### src/rtl/relu_pool_if.sv
// Handshake bundle between the relu producer, the pooling buffer and its consumer.
// The slave modport is the buffer's view of the bundle; the master modport is the environment's view.
interface relu_pool_if #(
   parameter int channel = 10,
   parameter int width   = 4,
   parameter int depth   = 4
) ();
   localparam int count_w = $clog2(depth + 1);

   logic                       in_valid;
   logic [channel*width-1:0]   in_data;
   logic                       out_valid;
   logic                       out_ready;
   logic [channel*width-1:0]   out_data;
   logic [count_w-1:0]         fifo_count;
   logic                       overflow;

   modport master (
      output in_valid, in_data, out_ready,
      input  out_valid, out_data, fifo_count, overflow
   );

   modport slave (
      input  in_valid, in_data, out_ready,
      output out_valid, out_data, fifo_count, overflow
   );
endinterface

### src/rtl/relu_pool_buffer.sv
// Max-pools every `pool` relu result vectors per channel and queues the pooled
// vectors in a first-word-fall-through FIFO with a sticky overflow flag.
module relu_pool_buffer #(
   parameter int channel = 10,
   parameter int width   = 4,
   parameter int pool    = 2,
   parameter int depth   = 4
) (
   input  logic        clk,
   input  logic        rst,
   relu_pool_if.slave  bus
);
   localparam int dw      = channel * width;
   localparam int ptr_w   = $clog2(depth);
   localparam int cnt_w   = (pool > 1) ? $clog2(pool) : 1;
   localparam int count_w = $clog2(depth + 1);

   logic [cnt_w-1:0]   cnt;
   logic [dw-1:0]      acc;
   logic [dw-1:0]      pooled;
   logic [dw-1:0]      mem [depth];
   logic [ptr_w-1:0]   rd_ptr;
   logic [ptr_w-1:0]   wr_ptr;
   logic [count_w-1:0] count;
   logic               ovf_q;

   logic win_last;
   logic full;
   logic push;
   logic pop;
   logic push_ok;

   assign win_last = (cnt == cnt_w'(pool - 1));
   assign full     = (count == count_w'(depth));
   assign push     = bus.in_valid && win_last;
   assign pop      = (count != '0) && bus.out_ready;
   // A full FIFO still accepts a push when the head leaves on the same edge.
   assign push_ok  = push && (!full || pop);

   // NOTE: every always_comb output gets a default first so no latch is inferred.
   always_comb begin
      pooled = bus.in_data;
      if (cnt != '0) begin
         for (int i = 0; i < channel; i++) begin
            if (acc[width*i +: width] > bus.in_data[width*i +: width])
               pooled[width*i +: width] = acc[width*i +: width];
         end
      end
   end

   // NOTE: sequential state uses non-blocking assignments so every flop samples pre-edge values.
   always_ff @(posedge clk) begin
      if (!rst) begin
         cnt <= '0;
         acc <= '0;
      end else if (bus.in_valid) begin
         acc <= pooled;
         cnt <= win_last ? '0 : cnt + cnt_w'(1);
      end
   end

   always_ff @(posedge clk) begin
      if (!rst) begin
         rd_ptr <= '0;
         wr_ptr <= '0;
         count  <= '0;
         ovf_q  <= 1'b0;
      end else begin
         if (pop)
            rd_ptr <= rd_ptr + ptr_w'(1);
         if (push_ok)
            wr_ptr <= wr_ptr + ptr_w'(1);
         if (push && full && !pop)
            ovf_q <= 1'b1;
         if (push_ok && !pop)
            count <= count + count_w'(1);
         else if (pop && !push_ok)
            count <= count - count_w'(1);
      end
   end

   // NOTE: the storage array is not reset; the zero-gated read below hides stale entries.
   always_ff @(posedge clk) begin
      if (rst && push_ok)
         mem[wr_ptr] <= pooled;
   end

   assign bus.out_valid  = (count != '0);
   assign bus.out_data   = (count != '0) ? mem[rd_ptr] : '0;
   assign bus.fifo_count = count;
   assign bus.overflow   = ovf_q;
endmodule

### src/flat_wrapper.sv
// flat-port wrapper written by rule: the top's interface ports become plain ports
module relu_pool_buffer_flat 
#(
   parameter int channel = 10,
   parameter int width   = 4,
   parameter int pool    = 2,
   parameter int depth   = 4
)
  (clk, rst, bus_in_valid, bus_in_data, bus_out_ready, bus_out_valid, bus_out_data, bus_fifo_count, bus_overflow);
  relu_pool_if #(.channel(channel), .width(width), .depth(depth)) bus_i ();
  input  logic clk;
  input  logic rst;
  input wire logic [$bits(bus_i.in_valid)-1:0] bus_in_valid;
  input wire logic [$bits(bus_i.in_data)-1:0] bus_in_data;
  input wire logic [$bits(bus_i.out_ready)-1:0] bus_out_ready;
  output wire logic [$bits(bus_i.out_valid)-1:0] bus_out_valid;
  output wire logic [$bits(bus_i.out_data)-1:0] bus_out_data;
  output wire logic [$bits(bus_i.fifo_count)-1:0] bus_fifo_count;
  output wire logic [$bits(bus_i.overflow)-1:0] bus_overflow;
  assign bus_i.in_valid = bus_in_valid;
  assign bus_i.in_data = bus_in_data;
  assign bus_i.out_ready = bus_out_ready;
  assign bus_out_valid = bus_i.out_valid;
  assign bus_out_data = bus_i.out_data;
  assign bus_fifo_count = bus_i.fifo_count;
  assign bus_overflow = bus_i.overflow;
  relu_pool_buffer #(.channel(channel), .width(width), .pool(pool), .depth(depth)) u_core (.clk(clk), .rst(rst), .bus(bus_i));
endmodule
### config.mk
export PLATFORM = sky130hd
export DESIGN_NAME = relu_pool_buffer_flat
export DESIGN_NICKNAME = d
export VERILOG_FILES = /design/src/rtl/relu_pool_if.sv /design/src/rtl/relu_pool_buffer.sv /design/src/flat_wrapper.sv
export SDC_FILE = /design/constraint.sdc
export NUM_CORES = 1
export LEC_CHECK = 0
export ABC_AREA = 1
export CAP_MARGIN = 15
export CORE_ASPECT_RATIO = 1.4
export CORE_MARGIN = 4
export CORE_UTILIZATION = 51
export CTS_BUF_LIST = sky130_fd_sc_hd__clkbuf_4 sky130_fd_sc_hd__clkbuf_8
export CTS_CLUSTER_DIAMETER = 200
export CTS_CLUSTER_SIZE = 24
export DETAILED_ROUTE_END_ITERATION = 10
export PLACE_DENSITY_LB_ADDON = 0.05
export SYNTH_ARGS = -nofsm -noshare
export SYNTH_HDL_FRONTEND = slang
export SYNTH_SLANG_ARGS = --single-unit
### constraint.sdc
create_clock -name clk -period 5.8 [get_ports clk]
set_clock_uncertainty 0.05 [all_clocks]
set_input_delay 1.45 -clock clk [delete_from_list [all_inputs] [get_ports clk]]
set_output_delay 1.45 -clock clk [all_outputs]
set_load 0.1 [all_outputs]
==> out/results.ini <==
[place]
portBuffers=88
dp_hpwl_mm=13.9
place_congestion=0.801

[layout]
multi_input_area_sq_um=3550
fin_util=0.581
final_layout_size_suffix_gt1_frac=0.0866
area_delta_synth_final_pct=11.5
diodes=0
nets=1273
seq_area_sq_um=5830
n_fill_cell=1746

[clocking]
cts_tree=built
clk_pin_slew_ps=140
cts_sinks=211
clk_path_buf_depth=3
root_buffer=clkbuf_8
h-tree-depth=1
post_cts_buffers=0
cts_made_buffers=12
clk_latency_ps=510
holdBufCountCts=0
ctsResizeCount=0

[critical_path]
cp.required_ps=4300
cp_common_cell=buf_4
crit_path_max_incr_delay_ps=490
crit_family=buffers and inverters
cp_max_fo=41
worstSetupStartpointType=flip-flop
r2r_end=u_core.mem[1][27]
r2r_cells=7
regToRegSetupSlack_ps=3260
worstSetupPathType=flip-flop to output pin
crit_buf_inv=3
crit_cells=6
crit_path_end_kind=output pin
path_cells=buf_4 -> inv_2 -> nor2_1 -> o21ai_0 -> a21oi_1 -> buf_4
cp.arrival_ps=2700
reg2reg_from=u_core.bus.fifo_count[0]
worst_path_max_delay_cell=inv_2

[detailed_routing]
num_vias=7328
ant_nets=0
avgRoutedWirePerCell_um=15.0
vias_per_cell=5.10
drt_pre_antenna_iters=5
routed_wirelength_mm=21.5
drt_iter0_drc=385
drcViolationCount=0

[sta]
worst_slew_pin_slew_ps=977
hold_violations=0
setup_viol=0
grt_setup_unrepaired=false
fmax_mhz=238
slew_headroom=0.347
period_share=0.725
fin_setup_tns_ps=0
min_period_ps=4200
slew_viol_final=0

[die]
design.core.area_sq_um=19400
rows=60
die_height_um=175
initial_core_util=0.521
die_x_um=127
die-area_sq_um=22200
num_io_pins=89

[hold_path]
hold_path_depth=1
holdPathEnd=u_core.bus.overflow
holdCritStartpoint=u_core.bus.overflow
hp-class=flip-flop to flip-flop

[power_and_ir_drop]
powerDensity_nw_per_um2=450
ir_drop_uv=364
leakage_nw=4.90

[grt]
grt_util_met3=0.0203
track_usage=0.194
overflow=0
use_met1=0.259
busiest_layer=met2
antenna_found_initial=0
grt_max_degree=81
grtUsageMet2=0.335
grt_pass1_vias=6955
grt_pass1_wl_mm=34.6

[logic_synthesis]
async_flop_share=0
synth_area_per_cell_sq_um=9.07
synth_edf_count=160
synth.distinct_cells=26
synth.top_cells.by_area=edfxtp_1 (48%), dfxtp_1 (10%), nor2_1 (8.8%), nand2_1 (6.8%), ha_1 (5.6%)
netlist_area_sq_um=10100
synth_seq_cells=211
yosys.area.top_type=edfxtp_1
synth_warnings=0
syn_inst=1113
ys_seq_area_frac=0.577
synth_ff_type=edfxtp_1
synth_common_cells=nor2_1 (238), nand2_1 (184), edfxtp_1 (160), inv_1 (125), nand3_1 (81)
synth_most_common_cell=nor2_1
synth_nets=1203
synth_top_area_frac=0.476

[outcome]
status=finished clean

[flow_run]
cap_viol_max_count=0

[where the power goes]
part	switching, mW	internal, mW	total [mW]
clock network	0.434	0.251	0.685
registers	0.0347	1.69	1.72
logic	2.14	0.513	2.66
[registers in the layout, indices dropped and copies added (netlist names), named ones only]
| name | cells |
|---|---|
| u_core.bus.overflow | 1 |
| u_core.bus.fifo_count | 3 |
| u_core.rd_ptr | 2 |
| u_core.acc | 40 |
| u_core.mem | 160 |
| u_core.wr_ptr | 2 |
| u_core.cnt | 1 |
[metrics by stage]
| stage | std cells | cell area, sq um | power (mW) | hold slack, ps | worst slack, ps |
|---|---|---|---|---|---|
| final | 1437 | 11300 | 5.07 | 436 | 1600 |
| after global routing | 1437 | 11300 | 5.31 | 487 | 1320 |
| after CTS | 1437 | 11300 | 5.12 | 443 | 1540 |
| after detailed placement | 1417 | 11000 | 4.44 | 406 | 1740 |
| after global placement | 1417 | 11000 | 4.43 | 408 | 1780 |
| after floorplan | 1113 | 10100 | 3.86 | 417 | 902 |
[metal layers]
metal | vias to the layer above | part of all wire
met1 | 3395 | 0.45
met3 | 31 | 0.037
li1 | 3771 | -
met4 | 0 | 0.021
met2 | 131 | 0.49
met5 | - | 0
[logic make-up (layout without fill, tap and decap cells)]
logic type | after synthesis | count (layout) | synth area share
AND/OR/NAND/NOR | 528 | 528 | 0.212
adder cells (fa/ha/maj) | 46 | 46 | 0.0577
buffers and inverters | 172 | 248 | 0.0751
XOR/XNOR | 1 | 1 | 0.000867
AO/OA/AOI/OAI | 155 | 155 | 0.0771
flip-flops | 211 | 211 | 0.577
[how the worst max path moves through the flow]
stage                              from          endpoint  slack, ps
2_1_floorplan  u_core.bus.fifo_count[2]   bus_out_data[0]        900
3_3_place_gp              bus_out_ready  u_core.mem[1][3]       1780
3_5_place_dp              bus_out_ready  u_core.mem[1][3]       1740
4_1_cts                       flip-flop  bus_out_data[29]       1540
5_1_grt                       flip-flop  bus_out_data[29]       1320
6_report                      flip-flop  bus_out_data[29]       1600
[layout by cell type (no fill, tap or decap), drive strengths merged]
cell,n
or2,1
ha,45
edfxtp,160
clkinvlp,1
fa,1
nand3,81
a21oi,67
o21ai,87
inv,128
nand2,196
clkinv,1
o21a,1
and3,1
nor2,249
buf,52
clkdlybuf4s50,47
clkbuf,19
xor2,1
dfxtp,51
[area by class of cell]
| cell class | instances | share of cell area |
|---|---|---|
| Sequential cell | 211 | 0.518 |
| Multi-Input combinational cell | 730 | 0.315 |
| Timing Repair Buffer | 99 | 0.0762 |
| Inverter | 129 | 0.0430 |
| Tap cell | 248 | 0.0276 |
| Clock buffer | 19 | 0.0199 |
| Clock inverter | 1 | 0.000667 |
Power figures use the tool's default switching activity.
